==> src/rtl/nn_pkg.sv <==
// ----------------------------------------------------------------------------
// nn_pkg
// Shared definitions for the neural-layer scheduler:
//   NN_DW / NN_IN   default datapath word width and inputs per neuron
//   S_* localparams 2-bit state encoding of the layer scheduler
//   state_t         enum view of that encoding
//   nn_clog2()      ceil(log2(n)) with a minimum of 1, for index widths
// ----------------------------------------------------------------------------
package nn_pkg;

  localparam int NN_DW = 17;
  localparam int NN_IN = 13;

  localparam logic [1:0] S_IDLE  = 2'd0;
  localparam logic [1:0] S_ISSUE = 2'd1;
  localparam logic [1:0] S_DRAIN = 2'd2;
  localparam logic [1:0] S_DONE  = 2'd3;

  typedef enum logic [1:0] {
    ST_IDLE  = S_IDLE,
    ST_ISSUE = S_ISSUE,
    ST_DRAIN = S_DRAIN,
    ST_DONE  = S_DONE
  } state_t;

  // Width needed to index 'value' entries; never less than one bit so a
  // single-neuron layer still has a legal address port.
  function automatic int nn_clog2(input int value);
    int width;
    width = 1;
    while ((1 << width) < value) width++;
    return width;
  endfunction

endpackage

==> src/rtl/nls_tag_pipe.sv <==
// ----------------------------------------------------------------------------
// nls_tag_pipe
// Delay line of {valid, neuron index} tags that tracks each issued neuron
// through the weight-ROM read and the datapath pipeline. The tail stage tells
// the output buffer when and where to write.
// Ports:
//   clk, rst            clock, asynchronous active-high reset (clears tags)
//   flush               synchronous clear of every valid bit (wins over push)
//   in_valid, in_index  tag pushed into stage 0 on every clock
//   out_valid/out_index tail stage (stage DEPTH-1)
//   pending             some stage other than the tail holds a valid tag,
//                       i.e. a write is still to come after this cycle
// ----------------------------------------------------------------------------
module nls_tag_pipe #(
  parameter int DEPTH = 3,
  parameter int AW    = 3
) (
  input  logic          clk,
  input  logic          rst,
  input  logic          flush,
  input  logic          in_valid,
  input  logic [AW-1:0] in_index,
  output logic          out_valid,
  output logic [AW-1:0] out_index,
  output logic          pending
);

  logic [DEPTH-1:0] valid;
  logic [AW-1:0]    index [DEPTH];

  // NOTE: the index stages are reset as well as the valids, because the tail
  // index is a visible output (y_addr) whose reset value is defined.
  always_ff @(posedge clk or posedge rst) begin
    if (rst) begin
      valid <= '0;
      for (int i = 0; i < DEPTH; i++) index[i] <= '0;
    end else begin
      // NOTE: non-blocking assignments let every stage sample the previous
      // stage's old value, so the loop order does not matter.
      valid[0] <= in_valid && !flush;
      index[0] <= in_index;
      for (int i = 1; i < DEPTH; i++) begin
        valid[i] <= valid[i-1] && !flush;
        index[i] <= index[i-1];
      end
    end
  end

  // NOTE: pending gets its default before the loop so no path through the
  // block leaves it unassigned (no latch).
  always_comb begin
    pending = 1'b0;
    for (int i = 0; i < DEPTH - 1; i++) pending = pending | valid[i];
  end

  assign out_valid = valid[DEPTH-1];
  assign out_index = index[DEPTH-1];

endmodule

==> src/rtl/neuron_layer_sched.sv <==
// ----------------------------------------------------------------------------
// neuron_layer_sched
// Time-multiplexes one pipelined N_IN-input neuron datapath across all
// N_NEURONS neurons of a layer. A start in IDLE latches the layer input
// vector; the scheduler then issues one weight-ROM read per clock, a tag pipe
// follows each neuron through ROM and datapath latency, and the tail of that
// pipe writes the datapath result to the output buffer. done pulses once all
// writes have happened.
//
// Optional feature: define NLS_ABORT_EN to add the 'abort' input, which
// cancels a running layer (ISSUE or DRAIN) without a done pulse.
//
// Ports:
//   clk, rst          clock, asynchronous active-high reset
//   start             begin a layer (only looked at in IDLE)
//   abort             (NLS_ABORT_EN only) cancel the running layer
//   x_in              layer input vector, captured with the accepted start
//   busy              high while issuing and draining
//   done              one-cycle pulse after the last output write
//   w_rd_en, w_addr   weight-ROM read strobe and neuron address
//   w_data, b_data    ROM weights / bias, ROM_LAT clocks after w_rd_en
//   nx, nw, nbias     datapath inputs (latched vector, ROM pass-through)
//   ny                datapath result, NRN_LAT clocks after nx/nw/nbias
//   y_we, y_addr      output-buffer write strobe and neuron address
//   y_data            output-buffer write data (= ny)
// ----------------------------------------------------------------------------
module neuron_layer_sched
  import nn_pkg::*;
#(
  parameter int N_NEURONS = 8,
  parameter int N_IN      = NN_IN,
  parameter int DW        = NN_DW,
  parameter int ROM_LAT   = 1,
  parameter int NRN_LAT   = 2,
  parameter int AW        = nn_clog2(N_NEURONS)
) (
  input  logic                 clk,
  input  logic                 rst,
  input  logic                 start,
`ifdef NLS_ABORT_EN
  input  logic                 abort,
`endif
  input  logic [DW*N_IN-1:0]   x_in,
  output logic                 busy,
  output logic                 done,
  output logic                 w_rd_en,
  output logic [AW-1:0]        w_addr,
  input  logic [DW*N_IN-1:0]   w_data,
  input  logic [DW-1:0]        b_data,
  output logic [DW*N_IN-1:0]   nx,
  output logic [DW*N_IN-1:0]   nw,
  output logic [DW-1:0]        nbias,
  input  logic [DW-1:0]        ny,
  output logic                 y_we,
  output logic [AW-1:0]        y_addr,
  output logic [DW-1:0]        y_data
);

  // A tag spends one stage per clock of ROM latency plus datapath latency.
  localparam int            DEPTH = ROM_LAT + NRN_LAT;
  localparam logic [AW-1:0] LAST  = AW'(N_NEURONS - 1);

  state_t               state;
  logic [AW-1:0]        cnt;
  logic [DW*N_IN-1:0]   x_lat;
  logic                 abort_req;
  logic                 tag_pending;
  logic                 tail_valid;
  logic [AW-1:0]        tail_index;

`ifdef NLS_ABORT_EN
  assign abort_req = abort && (state == ST_ISSUE || state == ST_DRAIN);
`else
  assign abort_req = 1'b0;
`endif

  // --------------------------------------------------------------------------
  // Scheduler FSM, issue counter and input-vector latch
  // --------------------------------------------------------------------------
  // ISSUE spends one clock per neuron: each clock registers w_rd_en/w_addr for
  // the current count, so neuron k is on the ROM port one clock after the
  // count reached k. busy rises together with the first read strobe.
  //
  // DRAIN may leave as soon as no read is in flight and the only valid tag (if
  // any) sits at the tail, because that tail write completes in this very
  // cycle. DONE then registers the done pulse while returning to IDLE, so a
  // start seen in DONE is never acted on.
  always_ff @(posedge clk or posedge rst) begin
    if (rst) begin
      state   <= ST_IDLE;
      cnt     <= '0;
      x_lat   <= '0;
      busy    <= 1'b0;
      done    <= 1'b0;
      w_rd_en <= 1'b0;
      w_addr  <= '0;
    end else begin
      done    <= 1'b0;
      w_rd_en <= 1'b0;
      if (abort_req) begin
        state <= ST_IDLE;
        busy  <= 1'b0;
      end else begin
        case (state)
          ST_IDLE: begin
            if (start) begin
              x_lat <= x_in;
              cnt   <= '0;
              state <= ST_ISSUE;
            end
          end
          ST_ISSUE: begin
            busy    <= 1'b1;
            w_rd_en <= 1'b1;
            w_addr  <= cnt;
            // The counter stops at the last neuron instead of wrapping.
            if (cnt == LAST) state <= ST_DRAIN;
            else             cnt   <= cnt + AW'(1);
          end
          ST_DRAIN: begin
            if (!w_rd_en && !tag_pending) begin
              busy  <= 1'b0;
              state <= ST_DONE;
            end
          end
          ST_DONE: begin
            done  <= 1'b1;
            state <= ST_IDLE;
          end
          default: state <= ST_IDLE;
        endcase
      end
    end
  end

  // --------------------------------------------------------------------------
  // Tag pipe: one tag per read strobe, tail drives the output buffer
  // --------------------------------------------------------------------------
  nls_tag_pipe #(
    .DEPTH (DEPTH),
    .AW    (AW)
  ) u_tag_pipe (
    .clk       (clk),
    .rst       (rst),
    .flush     (abort_req),
    .in_valid  (w_rd_en),
    .in_index  (w_addr),
    .out_valid (tail_valid),
    .out_index (tail_index),
    .pending   (tag_pending)
  );

  // The abort gate is combinational so the write already in the tail during
  // the abort cycle is suppressed too; the flush covers the cycles after it.
  assign y_we   = tail_valid && !abort_req;
  assign y_addr = tail_index;
  assign y_data = ny;

  // Datapath drive: latched vector plus ROM words passed straight through.
  assign nx    = x_lat;
  assign nw    = w_data;
  assign nbias = b_data;

endmodule
==> config.mk <==
export PLATFORM = sky130hd
export DESIGN_NAME = neuron_layer_sched
export DESIGN_NICKNAME = d
export VERILOG_FILES = /design/src/rtl/nn_pkg.sv /design/src/rtl/nls_tag_pipe.sv /design/src/rtl/neuron_layer_sched.sv
export SDC_FILE = /design/constraint.sdc
export NUM_CORES = 1
export LEC_CHECK = 0
export ABC_AREA = 1
export BUFFER_PORTS_ARGS = -buffer_cell sky130_fd_sc_hd__clkbuf_2
export CAP_MARGIN = 20
export CORE_AREA = 5 5 375 377
export CTS_CLUSTER_SIZE = 8
export DETAILED_ROUTE_END_ITERATION = 8
export DIE_AREA = 0 0 380 382
export GPL_ROUTABILITY_DRIVEN = 0
export HOLD_SLACK_MARGIN = 0.03
export PLACE_DENSITY = 0.38
export SYNTH_ARGS = -nofsm -noshare
export SYNTH_HDL_FRONTEND = slang
export SYNTH_SLANG_ARGS = --single-unit
==> constraint.sdc <==
create_clock -name clk -period 20.6 [get_ports clk]
set_clock_uncertainty 0.05 [all_clocks]
set_input_delay 3.09 -clock clk [delete_from_list [all_inputs] [get_ports clk]]
set_output_delay 3.09 -clock clk [all_outputs]
set_load 0.03 [all_outputs]
======== Yosys cells after proc, flatten, opt, wreduce, memory -nomap -nowiden ========
Index checks and enable logic that the tools add are counted.
cells by class
  $add $sub $neg .......................... 1
  multiplexer cells ....................... 11
  equal/unequal tests ..................... 8
  reduce and logical (&&, ||, !) cells .... 10
  bitwise gates (word level) .............. 1
operators with widths
  cell                 count
  $ne 2x2->1 const B   4
  $pmux 2 s4           1
  $mux 2               3
  $mux 3               2
  $pmux 3 s2           1
  $reduce_and 3->1     2
  $eq 2x2->1 const B   2
  $reduce_and 2->1     2
  $reduce_bool 2->1    2
  $add 3x1->3 const B  1
  $eq 3x3->1 const B   1
  $mux 1               3
  $eq 2x1->1 const B   1
  $logic_not 1->1      2
  $logic_not 2->1      1
  $pmux 1 s2           1
  $logic_and 1x1->1    1
  $or 1x1->1           1
word-level totals
  output and inout bits ................... 486
  register bits after elaboration ......... 244
  logic and storage cells ................. 42
  input port bits ......................... 479

======== Depth between registers and ports, before layout ========
  depth after elaboration ................. 5
  gate-level depth with buffers ........... 9
  depth with buffers taken out ............ 9

======== By module ========
From an unflattened synthesis, not the netlist that was laid out.
unflattened totals
  cells, all modules ...................... 1302
  area, all modules ....................... 11683.7 sq um
modules (own cells, without submodules)
  module              cells each  area each (sq um)  instances
  neuron_layer_sched  1279        11330.9            1
  nls_tag_pipe        23          352.8              1

======== Worst setup path before layout ========
OpenSTA, ideal clock, no wires.
  path type ............................... input to output
  from .................................... in b_data[0]
  to ...................................... out nbias[0]
  stages on the path ...................... 1
  required time ........................... 17.460 ns
  setup slack ............................. 14.225 ns
  path buffers ............................ 1
  data arrival time ....................... 3.235 ns
  cell sequence ........................... buf_4
RTL lines
  element          line                      text
  start, declared  neuron_layer_sched.sv:49  input logic [DW-1:0] b_data,
  end, declared    neuron_layer_sched.sv:52  output logic [DW-1:0] nbias,
No word-level cell between the ends.

======== Worst setup path in the final report ========
  from .................................... in w_data[91]
  to ...................................... out nw[91]
RTL lines
  element          line                      text
  start, declared  neuron_layer_sched.sv:48  input logic [DW*N_IN-1:0] w_data,
  end, declared    neuron_layer_sched.sv:51  output logic [DW*N_IN-1:0] nw,
No word-level cell between the ends.

==> implementation parameters <==
Parameter                              Value

Cells and area
  Number of filler cells placed in the layout ... about 16,000
  Cell Count, Final, Fillers Out ... 3,268
  Fin nets ... 1,951
  Area delta synth->final ... 27.0%
  Share of final-layout standard cells stronger than drive strength 1 ... a little over a third

Clocking
  Number of buffers inserted by hold repair at cts ... 0
  Setup Fix Bufs, Post-CTS ... 0
  Clock edge transition at the registers on the reported setup and hold paths ... 40 ps
  CTS tree ... yes
  Max Buffers Root-to-Sink ... 3
  Num Clock Sinks ... approximately 240
  Clock buffer count from CTS ... 37
  Clock root cell ... sky130_fd_sc_hd__clkbuf_16
  H-Tree Level Count ... 2
  Gates resized, CTS repair ... 0
  Clock latency at the later pin of the worst-skew pair ... 560 ps

Floorplan
  I/O Pins ... roughly 970
  Vertical extent of the die ... approximately 380 um
  Core box area ... roughly 0.14 mm^2
  Die area ... 0.145 mm^2
  Floorplan row count ... ~140
  Die Width ... 380 um
  Initial standard-cell utilization of the core ... under 10%

STA
  Final worst path period share ... 30.3%
  Count of final max-slew check failures ... 0
  Setup TNS after final layout ... 0 ps
  Worst hold margin ... between 200 and 300 ps
  Maximum achievable frequency ... ~0.16 GHz
  Setup Viol. Count Final ... 0
  Transition time at the pin with the least slew margin ... approximately 900 ps
  Hold violation total from the final report ... 0
  Setup repair after global routing missed its margin ... no
  Max_slew headroom ... about two fifths
  Final worst path period need ... a little over 6000 ps

Critical path
  Endpoint class of the critical path ... output port
  Critical path type ... input port to output port
  Cells on worst reg2reg path ... 7
  Flop-to-flop setup slack ... 17,110 ps
  Crit path required time ... between 15,000 and 20,000 ps
  Sort of element at the start of the critical path ... input port
  Capture instance of the worst register-to-register path ... nx[65]$_DFFE_PP0P_
  Worst r2r src ... state[0]$_DFFE_PP0P_
  CP Max Fanout ... 1
  Arrival time at the worst endpoint ... about 3100 ps

Hold path
  Path class of the lowest-slack min-delay path ... register to register
  Beginning of the worst hold path ... u_tag_pipe.index[4]$_DFF_PP0_
  Worst hold stages ... 0
  Hold path endpoint ... u_tag_pipe.out_index[1]$_DFF_PP0_

Detailed routing
  Detailed router's first-iteration violation count ... slightly above 400
  # DRC ... 0
  Residual antenna-violating net count after detailed routing ... 0
  Average wire per cell in the routed design ... about 15 um
  Drt first pass iters ... 4
  Final wirelength ... between 50,000 and 60,000 um
  Via count ... 9,089
  Number of vias per cell ... between 2 and 3

Synth
  Top cell types by occurrence after synthesis ... 468 x sky130_fd_sc_hd__nand2_1, 281 x sky130_fd_sc_hd__buf_4, 244 x sky130_fd_sc_hd__dfrtp_1
  Cell area after synthesis ... approximately 0.012 mm^2
  Simple logic cell fraction of the synthesized area ... ~25%
  Post-synth top area share ... ~52%
  Post-synthesis share of cell area spent on full adders, half adders and majority gates ... 0.751%
  Compound-gate portion of the synthesized area ... less than 1%
  Number of instances in the synthesized netlist ... 1,294
  Largest cells by area after synthesis ... sky130_fd_sc_hd__dfrtp_1 52%, sky130_fd_sc_hd__buf_4 18%, sky130_fd_sc_hd__nand2_1 15%
  Register area share after synthesis ... around 52%
  Combinational family with the most area after synthesis ... simple AND/OR/NAND/NOR gates
  Share of cell area taken by muxes after synthesis ... 0%
  Cell type with the largest total area after synthesis ... sky130_fd_sc_hd__dfrtp_1
  Async set or reset register ratio after synthesis ... 100%
  Count of flip-flops with a built-in enable after synthesis ... 0
  Top-count cell post-synth ... sky130_fd_sc_hd__nand2_1
  Yosys reg bits ... between 200 and 250
  Area share of xor/xnor cells in the synthesized design ... 0%
  Most frequently used flop master after synthesis ... sky130_fd_sc_hd__dfrtp_1
  Cell variety after synth ... 13
  Synth Warn # ... 0
  Synthesized net count ... 1,780
  Average size of a mapped cell ... around 9 um^2

Pwr
  Post-layout power ... about 2.6 mW
  Peak ir drop on the vdd network ... 0.0570 mV
  Power per standard cell area ... between 150 and 200 mW/mm^2
  Static leakage ... roughly 7.6 nW

Placed design
  Count of placed standard cells including taps ... about 3,200
  Hpwl dp ... roughly 37,000 um
  Port-buffer cells ... roughly 450

Outcome
  Result of the run ... finished, final reports clean

Job
  Max capacitance violation total ... 0

Global routing
  Number of global-route vias before repair ... 9,480
  Initial antenna violation count ... 4
  Global router's overall resource usage ... approximately 6.6%
  Pin count of the biggest net entering global routing ... around 100
  Wire length of the first global-routing pass ... a little under 70,000 um
  Sum of overflow across all layers after global routing ... 0
## kinds of logic (layout without fill, tap and decap cells)
kind of cell,after synthesis,count (layout)
other,0,3
adders and majority gates,7,7
and+or+nand+nor,699,699
AOI/OAI and AO/OA,3,3
buffers and inverters,341,518
DFF,244,244
## cell usage in the layout (no fill, tap or decap), types with 2 or more instances in the layout
cell,n
sky130_fd_sc_hd__clkbuf_2,453
sky130_fd_sc_hd__o21ai_0,3
sky130_fd_sc_hd__inv_1,7
sky130_fd_sc_hd__ha_1,6
sky130_fd_sc_hd__clkbuf_16,37
sky130_fd_sc_hd__dfrtp_1,244
sky130_fd_sc_hd__clkinv_2,2
sky130_fd_sc_hd__buf_4,11
sky130_fd_sc_hd__nand3_1,224
sky130_fd_sc_hd__clkbuf_1,2
sky130_fd_sc_hd__nor2_1,5
sky130_fd_sc_hd__nand2_1,468
sky130_fd_sc_hd__diode_2,3
sky130_fd_sc_hd__inv_6,2
## registers in the layout, indices dropped and copies added, names as in the netlist
register,count
state,2
done,1
nx,221
busy,1
u_tag_pipe.valid,3
w_addr,3
w_rd_en,1
u_tag_pipe.out_index,3
cnt,3
u_tag_pipe.index,6
## through the flow
stage               setup WS, ps  area [um^2]  util (%)
finish                     14370        14800      10.8
global route               14370        14800      10.8
CTS                        14360        14800      10.8
detailed placement         14360        13800      10.1
global placement           14360        13800      10.1
floorplan                  10760        11700         -
## routing by layer
layer	part of all wire, %	track usage, %	vias to the layer above
li1	-	-	4159
met1	41	7.58	4192
met2	42	9.52	573
met3	12	3.77	161
met4	5.0	3.33	4
met5	0.38	0.926	-
## how the worst max path moves through the flow
stage,depth (start not counted),from,end,slack [ps]
global route,0,w_data[204],nw[204],14370
finish,0,w_data[91],nw[91],14370
CTS,0,w_data[79],nw[79],14360
global placement,0,w_data[79],nw[79],14360
floorplan,1,rst,busy$_DFFE_PP0P_,10760
detailed placement,0,w_data[79],nw[79],14360
## report_power, final
part	total, mW	leakage, nW	internal [mW]	switching [mW]
Combinational	1.17	4.03	0.282	0.890
Clock	0.565	0.499	0.333	0.231
Sequential	0.824	3.04	0.703	0.121
Total	2.56	7.57	1.32	1.24
## final cells by class
class                   count  area (um^2)  area share (%)
flip-flops and latches    244         6110            41.2
multi-input cells         709         3040            20.5
repair buffers            465         2360            16.0
well taps                1794         2240            15.2
clock buffers              39          933            6.30
clock inverters             6         77.6           0.524
inverters                   8         37.5           0.253
diodes                      3         7.51          0.0507
Power figures use the tool's default switching activity.
